--- src/rtl/mem_access_ctrl.sv ---
// mem_access_ctrl: turns held LC-3b mem_read/mem_write requests into single pmem transactions with byte-lane steering.
// Defining MEM_TIMEOUT_EN aborts a WAIT state after TIMEOUT_CYCLES and flags req_err.
module mem_access_ctrl #(
    parameter int TIMEOUT_CYCLES = 64
) (
    input  logic        clk,
    input  logic        reset,
    input  logic        req_read,
    input  logic        req_write,
    input  logic        req_byte,
    input  logic [15:0] req_addr,
    input  logic [15:0] req_wdata,
    output logic        req_resp,
    output logic [15:0] req_rdata,
    output logic        mdr_load,
    output logic        req_err,
    output logic        pmem_read,
    output logic        pmem_write,
    output logic [15:0] pmem_address,
    output logic [15:0] pmem_wdata,
    output logic [1:0]  pmem_byte_enable,
    input  logic        pmem_resp,
    input  logic [15:0] pmem_rdata
);
    typedef enum logic [1:0] {IDLE, READ_WAIT, WRITE_WAIT, DONE} state_t;
    state_t state, state_n;
    logic [15:0] addr_q, wdata_q, rdata_q;
    logic [1:0] be_q;
    logic byte_q, rd_q, err_q, timeout;
`ifdef MEM_TIMEOUT_EN
    localparam int CW = $clog2(TIMEOUT_CYCLES + 1);
    logic [CW-1:0] cnt;
    logic wait_st;
    assign wait_st = (state == READ_WAIT) || (state == WRITE_WAIT);
    always_ff @(posedge clk) begin
        if (reset || !wait_st) cnt <= '0;
        else cnt <= cnt + 1'b1;
    end
    assign timeout = wait_st && !pmem_resp && (cnt == CW'(TIMEOUT_CYCLES - 1));
`else
    assign timeout = 1'b0;
`endif
    always_ff @(posedge clk) begin
        if (reset) state <= IDLE;
        else state <= state_n;
    end
    always_comb begin
        state_n = state;
        if (state == IDLE) state_n = req_read ? READ_WAIT : req_write ? WRITE_WAIT : IDLE;
        else if (state == DONE) state_n = IDLE;
        else if (pmem_resp || timeout) state_n = DONE;
    end
    always_ff @(posedge clk) begin
        if (reset) begin
            addr_q  <= '0;
            wdata_q <= '0;
            rdata_q <= '0;
            be_q    <= '0;
            byte_q  <= 1'b0;
            rd_q    <= 1'b0;
            err_q   <= 1'b0;
        end else begin
            if (state == IDLE && (req_read || req_write)) begin
                addr_q  <= req_addr;
                byte_q  <= req_byte;
                rd_q    <= req_read;
                wdata_q <= req_byte ? {req_wdata[7:0], req_wdata[7:0]} : req_wdata;
                be_q    <= (req_read || !req_byte) ? 2'b11 : req_addr[0] ? 2'b10 : 2'b01;
                err_q   <= 1'b0;
            end
            if (state == READ_WAIT && pmem_resp)
                rdata_q <= byte_q ? {8'h00, addr_q[0] ? pmem_rdata[15:8] : pmem_rdata[7:0]} : pmem_rdata;
            if (timeout) err_q <= 1'b1;
        end
    end
    // err_q only stands when a timeout forced DONE, so it also suppresses the MDR load
    assign req_resp         = state == DONE;
    assign mdr_load         = req_resp && rd_q && !err_q;
    assign req_err          = req_resp && err_q;
    assign req_rdata        = rdata_q;
    assign pmem_read        = state == READ_WAIT;
    assign pmem_write       = state == WRITE_WAIT;
    assign pmem_address     = {addr_q[15:1], 1'b0};
    assign pmem_wdata       = wdata_q;
    assign pmem_byte_enable = be_q;
endmodule

--- config.mk ---
export PLATFORM = sky130hd
export DESIGN_NAME = mem_access_ctrl
export DESIGN_NICKNAME = d
export VERILOG_FILES = /design/src/rtl/mem_access_ctrl.sv
export SDC_FILE = /design/constraint.sdc
export NUM_CORES = 1
export LEC_CHECK = 0
export CORE_MARGIN = 2
export CORE_UTILIZATION = 42
export CTS_CLUSTER_DIAMETER = 40
export DETAILED_ROUTE_END_ITERATION = 12
export GPL_TIMING_DRIVEN = 1
export PLACE_DENSITY_LB_ADDON = 0.15
export SKIP_CTS_REPAIR_TIMING = 1
export SYNTH_ARGS = -nofsm -noshare
export SYNTH_HDL_FRONTEND = slang
export SYNTH_SLANG_ARGS = --single-unit
export TNS_END_PERCENT = 30
--- constraint.sdc ---
create_clock -name clk -period 1.7 [get_ports clk]
set_input_delay 0.17 -clock clk [delete_from_list [all_inputs] [get_ports clk]]
set_output_delay 0.17 -clock clk [all_outputs]
set_load 0.02 [all_outputs]
Word-level counts from Yosys, hierarchy flattened
Cells that the tools add are included.

Muxes and demuxes: 10. Eq/ne operators: 3. Reduce and logical (&&, ||, !) cells: 8.

Operators by type and width (count): 16-bit 2-to-1 mux (2); 2-bit 2-to-1 mux (7); 8-bit 2-to-1 mux (1); 2-bit equality test (second input constant) (2); 1-bit logical AND (3); 3-bit nonzero test (1); 2-bit by 1-bit equality test with 1-bit output (second input constant) (1); 2-bit logical NOT (1); 1-bit logical OR (2); 1-bit logical NOT (1).

Logic and storage cells: 28. Register bits: 54. Bits of input ports: 54.

Longest topological paths before layout
Gate-level depths: netlist of the first run.

Depth after elaboration: 3. Gate-level depth with buffers: 6. Depth with buffers taken out: 3.

Least setup slack after synthesis of the first run
No wires, ideal clock.

Path type: flip-flop to flip-flop. Start point: reg state[1]. End point: reg rdata_q[4] (netlist: req_rdata[4]). Cell stages (with the launch flop): 7. Setup time: 0.088 ns. Clock period less this slack: 1.208 ns. Slack: 0.492 ns. Data arrival time: 1.120 ns. Required time: 1.612 ns. Cell sequence: dfxtp_1 > buf_6 > and3b_1 > buf_4 > buf_6 > nor2_2 > a311oi_2.

Word-level cells in the longest chain between the ends: 2.

RTL lines: from (decl) (RTL line 26) `state_t state, state_n;`; from (signal assigned) (RTL line 45) `else state <= state_n;`; 2-bit by 1-bit equality test with 1-bit output (RTL line 71) `if (state == READ_WAIT && pmem_resp)`; 1-bit logical AND (RTL line 71); to (signal assigned) (RTL line 72) `rdata_q <= byte_q ? {8'h00, addr_q[0] ? pmem_rdata[15:8] : pmem_rdata[7:0]} : pmem_rdata;`; to (decl) (RTL line 27) `logic [15:0] addr_q, wdata_q, rdata_q;`.

Every way passes these cells. A chain may end at the register's enable or synchronous reset.

Worst setup path after layout of the first run
Start point: reg state[1]. End point: out req_resp.

Word-level cells in the longest chain between the ends: 1.

RTL lines: 2-bit equality test (RTL line 77) `assign req_resp = state == DONE;`; to (decl) (RTL line 13) `output logic req_resp,`.

Every way passes these cells.

==> results of run 1 <==
-- layer usage --
metal,GRT usage (%),part of all wire [%],up-vias,routed length [um]
met1,27.34,45,1039,2842
met3,5.882,8.1,5,510
met2,31.17,46,81,2915
met4,5.085,0.98,0,62
met5,0,0,-,0
li1,-,-,1138,-
-- cell usage after synthesis, types with 3 or more instances --
| library cell | n |
|---|---|
| a311oi_1 | 6 |
| o21ai_0 | 25 |
| a21oi_1 | 45 |
| nand3b_1 | 9 |
| mux2i_1 | 8 |
| buf_2 | 8 |
| nor2_1 | 4 |
| a311oi_2 | 4 |
| dfxtp_1 | 54 |
| buf_6 | 3 |
| nand3_1 | 33 |
| nor2_2 | 6 |
| nand2_1 | 18 |
| clkbuf_1 | 11 |
| nor2b_1 | 4 |
| buf_4 | 21 |
| a211oi_1 | 9 |
-- final timing paths --
check	slack [ns]	from	end
min reg2reg	0.45	req_rdata[9]	req_rdata[9]
max reg2reg	0.22	state[1]	pmem_byte_enable[1]
max	0.08	state[1]	req_resp
min	0.30	reset	req_rdata[8]
-- through the flow --
stage                     util, %  power, W  instances
after floorplan                 -  0.001988        283
after global placement      61.72  0.002359        428
after detailed placement    61.72  0.002370        428
after CTS                   63.71  0.003180        436
after global routing        63.98  0.003333        436
final                       63.98  0.003153        436
-- power groups by stage --
stage	registers [W]	clock network, W	logic, W
after global placement	0.00148	0	0.000879
after CTS	0.00145	0.000834	0.000894
final	0.00145	0.000812	0.000888
after global routing	0.00147	0.000903	0.000961
after floorplan	0.00154	0	0.000448
after detailed placement	0.00148	0	0.000890
-- sequential cells by signal, indices dropped and copies added (netlist names) --
signal,cells
pmem_byte_enable,2
req_rdata,16
byte_q,1
state,2
addr_q,16
pmem_wdata,16
rd_q,1
-- final cells by class --
class                      instances  area, sq um  area share (%)
multi-input combinational        183         1065           30.04
timing repair buffer             117         1184           33.39
sequential                        54         1089           30.71
clock buffer                       8        110.1           3.106
tap                               72        90.09           2.541
inverter                           2        7.507          0.2118
-- kinds of logic (layout without fill, tap and decap cells) --
group	after synthesis	count (layout)	synth area share (%)
simple gates	82	82	17.90
other cells	1	2	0.1546
compound gates	91	91	22.38
flops	54	54	44.56
buf+inv	46	127	11.71
mux	8	8	3.301
==> results.sh, run 1 <==
export IMPL_status="finished clean"
export IMPL_synth_area_leaders="dfxtp_1 45%, a21oi_1 9.3%, nand3_1 6.8%"
export IMPL_design_die_area_sq_um=6400
export IMPL_clk_pin_slew_ns=0.09
export IMPL_max_freq_ghz=0.6166
export IMPL_cts_num_sinks=54
export IMPL_cpPeakStageDelay_ns=0.60
export IMPL_n_fill_cell=485
export IMPL_wl_mm=6.332
export IMPL_switching_power_w=0.0009225
export IMPL_layout_drive_gt1_share_pct=9.066
export IMPL_die_h_um=80
export IMPL_critPathKind="reg2out"
export IMPL_num_vias=2263
export IMPL_grt_pass1_vias=2147
export IMPL_leakagePower_nw=1.324
export IMPL_syn_area_sq_um=2426
export IMPL_peakVddDrop_uv=448.2
export IMPL_placed_cell_area_sq_um=3420
export IMPL_fin_crit_sh_pct=95.39
export IMPL_synth_top_area_share_pct=44.56
export IMPL_worst_clock_skew_ns=0.004938
export IMPL_clockBufferDepth=2
export IMPL_cts_root_buf="clkbuf_8"
export IMPL_drv_slew=0
export IMPL_worstHoldPathType="in2reg"
export IMPL_ant_nets=0
export IMPL_ys_types=29
export IMPL_grt_pass1_wl_mm=10.21
export IMPL_rsz0062_at_grt="no"
export IMPL_synth_top_area_cell="dfxtp_1"
export IMPL_whs_path_depth=2
export IMPL_layout_common_cells="102 x clkdlybuf4s50_1, 52 x dfxtp_1, 45 x a21oi_1"
export IMPL_arrival_ns=1.45
export IMPL_slowest_stage="clkdlybuf4s50_1"
export IMPL_timing_critical_path_buf_inv=1
export IMPL_pre_cts_slack_ns=0.1753
export IMPL_clkLatencyLatePin_ns=0.30
export IMPL_ys_seq_elements=54
export IMPL_ioPinCount=109
export IMPL_crit_fanout=11
export IMPL_final_common_cell="clkdlybuf4s50_1"
export IMPL_power_share_combinational_pct=28.2
export IMPL_via_per_inst=5.190
export IMPL_first_pass_iters=4
export IMPL_antenna_cells=0
export IMPL_htreeDepth=2
export IMPL_synthFlopType="dfxtp_1"
export IMPL_dieWidth_um=80
export IMPL_async_reset_ff_share_pct=0
export IMPL_clkPwrFrac_pct=25.7
export IMPL_whs_ns=0.2995
export IMPL_fin_nets=417
export IMPL_fin_area_sq_um=3545
export IMPL_grt_start_max_net_pins=35
export IMPL_hpwlAfterDp_mm=4.434
export IMPL_crit_chain="and2_1 -> clkdlybuf4s50_1"
export IMPL_tritoncts="done"
export IMPL_numCtsBuffers=5
export IMPL_synthToLayoutAreaGrowth_pct=46.11
export IMPL_yosys_warnings=0
export IMPL_hold_violations=0
export IMPL_drt_iter0_drc=111
export IMPL_remaining_drc_errors=0
export IMPL_rr_worst_depth=3
export IMPL_setup_viol=0
export IMPL_start_kind="register"
export IMPL_gp_congestion=0.7304
export IMPL_seq_power_share_pct=46.1
export IMPL_crit_path_end_kind="output port"
export IMPL_path_depth=2
export IMPL_overflow=0
export IMPL_tns_ns=0
export IMPL_maxCapViolCount=0
export IMPL_synth_edf_count=0
export IMPL_grt_total_usage_pct=20.09
export IMPL_min_period_ns=1.622
export IMPL_syn_inst=282
export IMPL_cp_required_ns=1.53
export IMPL_antenna_found_initial=0
export IMPL_io_buffers=106
export IMPL_p_int_w=0.002231
export IMPL_p_sw_share_pct=29.26
export IMPL_ys_seq_area_share_pct=44.56
export IMPL_powerDensity_nw_per_um2=889.6
export IMPL_post_drt_wl_per_cell_um=14.52
export IMPL_row_count=27
export IMPL_initial_core_util_pct=43.79
export IMPL_core_area_sq_um=5540
export IMPL_avgSynthCellArea_sq_um=8.603
export IMPL_setup_slack_ns=0.07830
export IMPL_path_delay_family="buffers and inverters"
Note: power is estimated with default switching activity, not from simulation.
==> run 2, diff against run 1 <==
--- a/config.mk
+++ b/config.mk
@@ -6,9 +6,10 @@
 export NUM_CORES = 1
 export LEC_CHECK = 0
 export CORE_MARGIN = 2
-export CORE_UTILIZATION = 42
+export CORE_UTILIZATION = 62
 export CTS_CLUSTER_DIAMETER = 40
 export DETAILED_ROUTE_END_ITERATION = 12
+export DONT_BUFFER_PORTS = 1
 export GPL_TIMING_DRIVEN = 1
 export PLACE_DENSITY_LB_ADDON = 0.15
 export SKIP_CTS_REPAIR_TIMING = 1
==> results.sh, run 2 (synthesis results as in run 1) <==
export IMPL_cp_required_ns=1.53
export IMPL_whs_ns=0.007316
export IMPL_fin_crit_sh_pct=83.84
export IMPL_clkLatencyLatePin_ns=0.30
export IMPL_antenna_cells=0
export IMPL_status="finished clean"
export IMPL_core_area_sq_um=3716
export IMPL_remaining_drc_errors=0
export IMPL_min_period_ns=1.425
export IMPL_post_drt_wl_per_cell_um=16.56
export IMPL_worst_clock_skew_ns=0.006242
export IMPL_tns_ns=0
export IMPL_fin_nets=310
export IMPL_layout_common_cells="54 x dfxtp_1, 45 x a21oi_1, 33 x nand3_1"
export IMPL_gp_congestion=0.6937
export IMPL_antenna_found_initial=0
export IMPL_timing_critical_path_buf_inv=0
export IMPL_grt_pass1_wl_mm=7.638
export IMPL_path_delay_family="flip-flops"
export IMPL_max_freq_ghz=0.7016
export IMPL_rsz0062_at_grt="no"
export IMPL_ant_nets=0
export IMPL_cts_root_buf="clkbuf_8"
export IMPL_dieWidth_um=66.56
export IMPL_tritoncts="done"
export IMPL_io_buffers=0
export IMPL_ioPinCount=109
export IMPL_first_pass_iters=5
export IMPL_arrival_ns=1.26
export IMPL_leakagePower_nw=0.8650
export IMPL_hpwlAfterDp_mm=3.349
export IMPL_grt_pass1_vias=1659
export IMPL_grt_start_max_net_pins=55
export IMPL_powerDensity_nw_per_um2=1109
export IMPL_cts_num_sinks=54
export IMPL_crit_chain="nor2b_1"
export IMPL_overflow=0
export IMPL_critPathKind="reg2out"
export IMPL_drt_iter0_drc=106
export IMPL_initial_core_util_pct=65.29
export IMPL_start_kind="register"
export IMPL_clockBufferDepth=2
export IMPL_maxCapViolCount=0
export IMPL_pre_cts_slack_ns=0.3373
export IMPL_htreeDepth=2
export IMPL_synthToLayoutAreaGrowth_pct=-0.2064
export IMPL_drv_slew=0
export IMPL_final_common_cell="dfxtp_1"
export IMPL_cpPeakStageDelay_ns=0.52
export IMPL_peakVddDrop_uv=568.4
export IMPL_final_cells=303
export IMPL_setup_slack_ns=0.2747
export IMPL_setup_viol=0
export IMPL_via_per_inst=6.178
export IMPL_slowest_stage="dfxtp_1"
export IMPL_die_h_um=66.56
export IMPL_crit_fanout=11
export IMPL_numCtsBuffers=5
export IMPL_wl_mm=5.019
export IMPL_clk_pin_slew_ns=0.09
export IMPL_design_die_area_sq_um=4430
export IMPL_crit_path_end_kind="output port"
export IMPL_layout_drive_gt1_share_pct=9.804
export IMPL_worstHoldPathType="in2reg"
export IMPL_grt_total_usage_pct=22.52
export IMPL_row_count=22
export IMPL_hold_violations=0
export IMPL_place_inst=294
export IMPL_num_vias=1872
run 2: power by group:
group	switching, W	total, W	internal, W
Sequential	0.000213	0.00159	0.00138
Combinational	0.000239	0.000409	0.000170
Clock	0.000369	0.000684	0.000315
Total	0.000822	0.00268	0.00186
run 2: worst paths after layout:
| check | slack, ns | depth (start not counted) | startpoint | to |
|---|---|---|---|---|
| min reg2reg | 0.48 | 2 | rd_q | rd_q |
| max reg2reg | 0.31 | 3 | state[1] | pmem_byte_enable[0] |
| max | 0.27 | 1 | state[1] | pmem_write |
| min | 0.007 | 2 | req_read | rd_q |
run 2: routing by layer:
metal	vias to the layer above	routed length, um	global-route usage (%)
li1	924	-	-
met1	865	2219	27.59
met2	76	2268	36.13
met3	7	469	7.770
met4	0	61	8.929
met5	-	0	0
run 2: area by class of cell:
class	instances	area (sq um)
clock buffer	6	82.58
fill	340	1295
inverter	2	7.507
multi-input combinational	183	1065
sequential	54	1081
tap	48	60.06
timing repair buffer	10	125.1
run 2: through the flow:
step	utilization [%]	area, sq um	power [W]
after floorplan	-	2430	0.001988
after global routing	65.15	2421	0.002828
after CTS	63.87	2374	0.002687
after global placement	61.65	2291	0.001994
final	65.15	2421	0.002685
after detailed placement	61.65	2291	0.002006
